**src/rtl/pisa_mem_pkg.sv**
```systemverilog
// Shared types for the memory-bus arbiter: FSM states, requester identity,
// access-size encodings and the latched request record.
package pisa_mem_pkg;

  typedef enum logic [1:0] {
    IDLE   = 2'd0,
    ACCESS = 2'd1,
    RESP   = 2'd2
  } arb_state_t;

  typedef enum logic {
    OWNER_IF = 1'b0,
    OWNER_LS = 1'b1
  } arb_owner_t;

  localparam logic [1:0] SIZE_BYTE = 2'b00;
  localparam logic [1:0] SIZE_HALF = 2'b01;
  localparam logic [1:0] SIZE_WORD = 2'b10;

  // Bit positions inside the one-hot grant vector.
  localparam int GNT_IF = 0;
  localparam int GNT_LS = 1;

  typedef struct packed {
    arb_owner_t  owner;
    logic [31:0] addr;
    logic        we;
    logic [1:0]  size;
    logic [31:0] wdata;
  } arb_req_t;

endpackage

```
**src/rtl/mem_arb_grant.sv**
```systemverilog
// Grant selection between fetch and load/store requesters.
// MEM_ARB_ROUND_ROBIN_EN selects round-robin; otherwise LS has fixed priority.
module mem_arb_grant
  import pisa_mem_pkg::*;
(
  input  logic       if_valid,
  input  logic       ls_valid,
  input  logic       accept_win,
  input  logic       last_owner,
  output logic [1:0] grant
);

  // NOTE: every output of an always_comb gets a default first so no latch is inferred.
  always_comb begin
    grant = '0;
    if (accept_win) begin
`ifdef MEM_ARB_ROUND_ROBIN_EN
      if (if_valid && ls_valid) begin
        if (arb_owner_t'(last_owner) == OWNER_IF) grant[GNT_LS] = 1'b1;
        else                                      grant[GNT_IF] = 1'b1;
      end else begin
        grant[GNT_IF] = if_valid;
        grant[GNT_LS] = ls_valid;
      end
`else
      if (ls_valid)      grant[GNT_LS] = 1'b1;
      else if (if_valid) grant[GNT_IF] = 1'b1;
`endif
    end
  end

`ifndef MEM_ARB_ROUND_ROBIN_EN
  // Fixed priority ignores history; the port stays for a uniform interface.
  logic unused_last_owner;
  assign unused_last_owner = last_owner;
`endif

endmodule

```
**src/rtl/mem_bus_arbiter.sv**
```systemverilog
// IF/LS sequencer in front of the combinational memory-controller port.
// Define MEM_ARB_ROUND_ROBIN_EN for round-robin grant; default is LS priority.
module mem_bus_arbiter
  import pisa_mem_pkg::*;
#(
  parameter int ERR_CNT_W = 8
) (
  input  logic                 clk,
  input  logic                 rst_n,
  input  logic                 if_req_valid,
  output logic                 if_req_ready,
  input  logic [31:0]          if_addr,
  output logic                 if_rsp_valid,
  output logic [31:0]          if_rsp_data,
  output logic                 if_rsp_error,
  input  logic                 ls_req_valid,
  output logic                 ls_req_ready,
  input  logic [31:0]          ls_addr,
  input  logic                 ls_we,
  input  logic [1:0]           ls_size,
  input  logic [31:0]          ls_wdata,
  output logic                 ls_rsp_valid,
  output logic [31:0]          ls_rsp_data,
  output logic                 ls_rsp_error,
  output logic [31:0]          mc_address,
  output logic                 mc_write_enable,
  output logic [1:0]           mc_data_in_size,
  output logic [1:0]           mc_data_out_size,
  output logic [31:0]          mc_data_in,
  input  logic [31:0]          mc_data_out,
  input  logic                 mc_memory_error,
  output logic [ERR_CNT_W-1:0] err_count
);

  arb_state_t           state_q, state_d;
  arb_req_t             req_q, req_d;
  logic                 last_owner_q, last_owner_d;
  logic [31:0]          rsp_data_q, rsp_data_d;
  logic                 if_rsp_valid_q, if_rsp_valid_d;
  logic                 ls_rsp_valid_q, ls_rsp_valid_d;
  logic                 if_rsp_error_q, if_rsp_error_d;
  logic                 ls_rsp_error_q, ls_rsp_error_d;
  logic [ERR_CNT_W-1:0] err_count_q, err_count_d;

  logic       accept_win;
  logic       in_access;
  logic [1:0] grant;

  assign accept_win = (state_q == IDLE) || (state_q == RESP);
  assign in_access  = (state_q == ACCESS);

  mem_arb_grant u_grant (
    .if_valid   (if_req_valid),
    .ls_valid   (ls_req_valid),
    .accept_win (accept_win),
    .last_owner (last_owner_q),
    .grant      (grant)
  );

  assign if_req_ready = grant[GNT_IF];
  assign ls_req_ready = grant[GNT_LS];

  // The controller only ever sees the latched request during ACCESS.
  assign mc_address       = in_access ? req_q.addr  : 32'h0;
  assign mc_data_in       = in_access ? req_q.wdata : 32'h0;
  assign mc_write_enable  = in_access & req_q.we;
  assign mc_data_in_size  = in_access ? req_q.size  : SIZE_WORD;
  assign mc_data_out_size = in_access ? req_q.size  : SIZE_WORD;

  assign if_rsp_valid = if_rsp_valid_q;
  assign if_rsp_data  = rsp_data_q;
  assign if_rsp_error = if_rsp_error_q;
  assign ls_rsp_valid = ls_rsp_valid_q;
  assign ls_rsp_data  = rsp_data_q;
  assign ls_rsp_error = ls_rsp_error_q;
  assign err_count    = err_count_q;

  always_comb begin
    state_d        = state_q;
    req_d          = req_q;
    last_owner_d   = last_owner_q;
    rsp_data_d     = rsp_data_q;
    if_rsp_valid_d = 1'b0;
    ls_rsp_valid_d = 1'b0;
    if_rsp_error_d = 1'b0;
    ls_rsp_error_d = 1'b0;
    err_count_d    = err_count_q;

    case (state_q)
      IDLE, RESP: begin
        state_d = IDLE;
        if (grant[GNT_LS]) begin
          req_d.owner  = OWNER_LS;
          req_d.addr   = ls_addr;
          req_d.we     = ls_we;
          req_d.size   = ls_size;
          req_d.wdata  = ls_wdata;
          last_owner_d = OWNER_LS;
          state_d      = ACCESS;
        end else if (grant[GNT_IF]) begin
          req_d.owner  = OWNER_IF;
          req_d.addr   = if_addr;
          req_d.we     = 1'b0;
          req_d.size   = SIZE_WORD;
          req_d.wdata  = 32'h0;
          last_owner_d = OWNER_IF;
          state_d      = ACCESS;
        end
      end
      ACCESS: begin
        rsp_data_d = mc_data_out;
        if (req_q.owner == OWNER_IF) begin
          if_rsp_valid_d = 1'b1;
          if_rsp_error_d = mc_memory_error;
        end else begin
          ls_rsp_valid_d = 1'b1;
          ls_rsp_error_d = mc_memory_error;
        end
        state_d = RESP;
      end
      default: state_d = IDLE;
    endcase

    if ((if_rsp_error_q || ls_rsp_error_q) && (err_count_q != {ERR_CNT_W{1'b1}}))
      err_count_d = err_count_q + ERR_CNT_W'(1);
  end

  // NOTE: sequential state uses non-blocking assignments so every flop samples pre-edge values.
  always_ff @(posedge clk) begin
    if (!rst_n) begin
      state_q        <= IDLE;
      req_q          <= '0;
      last_owner_q   <= OWNER_IF;
      rsp_data_q     <= 32'h0;
      if_rsp_valid_q <= 1'b0;
      ls_rsp_valid_q <= 1'b0;
      if_rsp_error_q <= 1'b0;
      ls_rsp_error_q <= 1'b0;
      err_count_q    <= '0;
    end else begin
      state_q        <= state_d;
      req_q          <= req_d;
      last_owner_q   <= last_owner_d;
      rsp_data_q     <= rsp_data_d;
      if_rsp_valid_q <= if_rsp_valid_d;
      ls_rsp_valid_q <= ls_rsp_valid_d;
      if_rsp_error_q <= if_rsp_error_d;
      ls_rsp_error_q <= ls_rsp_error_d;
      err_count_q    <= err_count_d;
    end
  end

endmodule

```
**config.mk**
```make
export PLATFORM = sky130hd
export DESIGN_NAME = mem_bus_arbiter
export DESIGN_NICKNAME = d
export VERILOG_FILES = /design/src/rtl/pisa_mem_pkg.sv /design/src/rtl/mem_arb_grant.sv /design/src/rtl/mem_bus_arbiter.sv
export SDC_FILE = /design/constraint.sdc
export NUM_CORES = 1
export LEC_CHECK = 0
export BUFFER_PORTS_ARGS = -buffer_cell sky130_fd_sc_hd__buf_4
export CORE_MARGIN = 2
export CORE_UTILIZATION = 35
export CTS_CLUSTER_DIAMETER = 200
export DETAILED_ROUTE_END_ITERATION = 8
export PLACE_DENSITY = 0.66
export SLEW_MARGIN = 30
export SYNTH_ARGS = -nofsm -noshare
export SYNTH_HDL_FRONTEND = slang
export SYNTH_SLANG_ARGS = --single-unit
export TNS_END_PERCENT = 1
```
**constraint.sdc**
```tcl
create_clock -name clk -period 1.7 [get_ports clk]
set_input_delay 0.425 -clock clk [delete_from_list [all_inputs] [get_ports clk]]
set_output_delay 0.425 -clock clk [all_outputs]
set_load 0.005 [all_outputs]
```
==> qor_table.md <==
| Metric | Value | Unit |
| --- | --- | --- |
| Final Routed Wirelength | 15400 | um |
| Top-area cell type share of the netlist area | 45.4 | % |
| Core footprint | 13900 | um2 |
| Vias after detailed routing | 4880 | - |
| CTS root buffer | clkbuf_16 | - |
| Hold wc startpoint | mc_memory_error | - |
| Area overhead of the layout relative to synthesis | 56.1 | % |
| Mean cell area of the mapped netlist | 8.76 | um2 |
| Area after detailed placement | 7020 | um2 |
| Endpoint kind of the worst setup timing path | output pin | - |
| Count of maximum capacitance violations | 0 | - |
| Post-synthesis cell area | 5030 | um2 |
| Failing checks | setup timing | - |
| Critical Path Source Type | flop | - |
| Routed wire per std cell | 15.3 | um |
| Buffers added on ports | 282 | - |
| Destination of the worst hold path | ls_rsp_error | - |
| Most area-consuming cells after synthesis | dfxtp_1 (45%), and2_1 (8.5%), mux2i_1 (6.6%) | - |
| Switching fraction of total power | 23.7 | % |
| Proportion of layout cells with a drive suffix above 1 | 42.9 | % |
| Logic depth of the worst register-to-register path | 4 | - |
| Worst flop-to-flop path endpoint | err_count[4] | - |
| CTS buffer count | 17 | - |
| Tightest Hold Check Type | in -> reg | - |
| Clock network latency to the later pin of the worst-skew pair | 0.41 | ns |
| Highest net fanout along the worst path | 5 | - |
| Area of the multi-input gates | 2270 | um2 |
| Post-route cell area | 7850 | um2 |
| Power density normalized to cell area | 981 | nW/um2 |
| Number of antenna violations at the first check in global routing | 0 | - |
| Vias in the first global route | 4527 | - |
| Slew headroom | 77.2 | % |
| R2R setup slack | 0.35 | ns |
| Total clock sinks | 114 | - |
| Final WS setup | -0.265 | ns |
| Fill cell count | 1260 | - |
| Height of the die | 124 | um |
| Worst voltage drop across the vdd grid | 0.565 | mV |
| H-tree levels | 4 | - |
| Die ar. | 15300 | um2 |
| Reg area | 2280 | um2 |
| Critical path's most frequent cell | buf_6 | - |
| Part of the cycle the worst path needs | 116 | % |
| Critical path data arrival time | 1.54 | ns |
| Effective utilization at floorplan | 36.1 | % |
| Outcome | finished with violations | - |
| RSZ-0062 raised after global routing | yes | - |
| First-pass GRT wire length | 22500 | um |
| Achievable frequency | 0.509 | GHz |
| Startpoint of the most critical register-to-register path | err_count[0] | - |
| Number of nets with antenna violations after detailed routing | 0 | - |
| Setup violators final | 69 | - |
| Delay contributed by the slowest stage of the critical path | 0.31 | ns |
| Relative contribution of the clock network to total power | 46.0 | % |
| Clock-pin transition on the worst setup and hold timing paths | 0.05 | ns |
| Fraction of the yosys area taken by sequential cells | 45.4 | % |
| Maximum clock insertion buffer count | 2 | - |
| GRT Total Usage | 19.2 | % |
| Antenna cells | 0 | - |
| GR Overflow Total | 0 | - |
| Setup total negative slack | -14.91 | ns |
| Number of nets in the final layout | 951 | - |
| DRT Pass-1 Iters | 6 | - |
| Hold path depth | 2 | - |
| Sequential share of power | 38.6 | % |
| Horizontal die dimension | 124 | um |
| Violation count after the first detailed-route iteration | 246 | - |
| Count of unique library cells instantiated by Yosys | 36 | - |
| Clock tree from TritonCTS | built | - |
| Relative contribution of combinational cells to total power | 15.5 | % |
| Post-Synthesis Net Count | 711 | - |
| Critical path type | reg -> out | - |
| Post-synthesis instance total | 574 | - |
| Number of pins with negative max-slew slack in the final report | 0 | - |
| Count of unresolved DRC violations after routing | 0 | - |
| Internal power component | 5.87 | mW |
| Final critical delay including setup and external delays | 1.96 | ns |
| Critical path, cell by cell | and2b_4 > buf_6 > clkbuf_16 > and2_4 > buf_6 | - |
| Clock Skew | 0.00746 | ns |
| P_sw | 1.83 | mW |
| Leakage power total | 3.77 | nW |
| Post-placement setup slack | 0.125 | ns |
| Final standard cell utilization of the core | 56.3 | % |
| Number of warnings reported in the yosys synthesis log | 0 | - |
| Detailed-route vias per instance | 4.85 | - |
| Count of state elements after synthesis | 114 | - |
| Row cnt | 43 | - |
| Number of failing hold endpoints at the final stage | 0 | - |
| HPWL after DPL | 10700 | um |
| Boundary pin count | 283 | - |
| Pin slew with the least headroom to its limit | 0.337 | ns |
| Routability cong. | 0.800 | - |
| Data required time at the worst endpoint | 1.27 | ns |
| Library cell contributing the largest single delay on the critical path | dfxtp_2 | - |
| Pin count of the biggest net entering global routing | 68 | - |
| Biggest area consumer among synthesized cells | dfxtp_1 | - |
-- cell type report --
class	count	share of cell area, %
clock buffers	23	6.34
clock inverters	9	1.31
inverters	4	0.255
multi-input cells	378	28.9
flip-flops and latches	114	29.1
well taps	180	2.87
repair buffers	299	31.2
-- cell usage after synthesis, drive strengths merged --
library cell	n
a41oi	1
a22oi	34
a21oi	37
o21ai	2
o221a	2
mux2i	33
dfxtp	114
o2111a	2
clkbuf	25
inv	4
o21bai	1
nor2	71
and3	3
nand2b	4
a211oi	31
nor2b	2
nand2	71
a31oi	2
nor3	1
o21a	1
o211a	1
and2	68
and2b	1
nor3b	2
a311oi	1
ha	1
nand4	2
a41o	2
buf	53
or2b	1
o21ba	1
-- sequential cells by signal, summed over array words and instances, names as in the netlist --
signal / cells
err_count: 8
if_rsp_valid: 1
if_rsp_error: 1
state_q: 2
if_rsp_data: 32
req_q: 68
ls_rsp_valid: 1
ls_rsp_error: 1
-- cell usage in the layout, fill, tap and decap left out, types with 3 or more instances in the layout --
master | synthesis | final
and3_1 | 3 | 3
a21oi_1 | 37 | 37
mux2i_1 | 33 | 33
nand2b_1 | 4 | 3
buf_6 | 1 | 18
buf_12 | 3 | 8
clkbuf_8 | 0 | 5
a211oi_1 | 31 | 31
nand2_1 | 71 | 71
clkinvlp_4 | 0 | 3
dfxtp_1 | 114 | 112
and2_4 | 0 | 15
clkinv_2 | 0 | 4
a22oi_1 | 34 | 34
and2_1 | 68 | 53
nor2_1 | 71 | 71
buf_4 | 40 | 271
clkbuf_16 | 0 | 18
-- through the flow --
step           hold WS, ns  instances  power (mW)
4_1_cts              0.206       1006        7.76
6_report             0.229       1007        7.70
3_3_place_gp         0.440        969        4.10
2_1_floorplan        0.422        574        3.59
3_5_place_dp         0.443        969        4.13
5_1_grt              0.216       1007        8.05
-- power by group through the flow --
stage	logic, mW	registers [mW]	clock network, mW
6_report	1.19	2.97	3.54
5_1_grt	1.31	2.99	3.75
4_1_cts	1.18	2.96	3.62
3_5_place_dp	1.11	3.02	0
3_3_place_gp	1.09	3.01	0
2_1_floorplan	0.603	2.98	0
-- how the worst max path moves through the flow --
stage,endpoint,start,cells after the start,slack (ns)
floorplan,mc_data_out_size[0],state_q[0],5,0.17
global placement,mc_data_out_size[0],state_q[0],4,0.17
CTS,mc_data_in[26],state_q[1],5,-0.28
global route,mc_data_out_size[0],state_q[1],5,-0.33
finish,mc_data_out_size[0],state_q[1],5,-0.26
detailed placement,mc_data_out_size[0],state_q[0],4,0.13
-- routing by layer --
| layer | part of all wire, % | up-vias | track usage, % |
|---|---|---|---|
| li1 | - | 2400 | - |
| met1 | 41 | 2258 | 22.3 |
| met2 | 50 | 192 | 32.6 |
| met3 | 6.5 | 30 | 5.45 |
| met4 | 2.8 | 0 | 9.38 |
| met5 | 0 | - | 0 |
-- what timing repair did --
action                                 CTS  global route
endpoints found under the hold margin    0             0
resized for setup                        9            33
cloned                                   2             2
pin swaps                                0            15
hold buffers                             0             0
setup buffers                            3             1
setup endpoints to repair               70            69
-- worst max-delay path, delay by kind of cell (launching register included) --
kind	cells	cell delay, ns
flip-flops	1	0.31
AND/OR/NAND/NOR	2	0.44
buffers and inverters	3	0.38
-- cell families (layout without fill, tap and decap cells) --
logic type / Yosys count / after routing / share of synthesized area (%)
muxes: 33 / 33 / 6.57
buffers and inverters: 82 / 335 / 10.4
and+or+nand+nor: 226 / 226 / 21.1
AOI/OAI and AO/OA: 118 / 118 / 16.2
adders and majority gates: 1 / 1 / 0.249
DFF: 114 / 114 / 45.4
No activity file was read; power rests on OpenSTA's default activity.
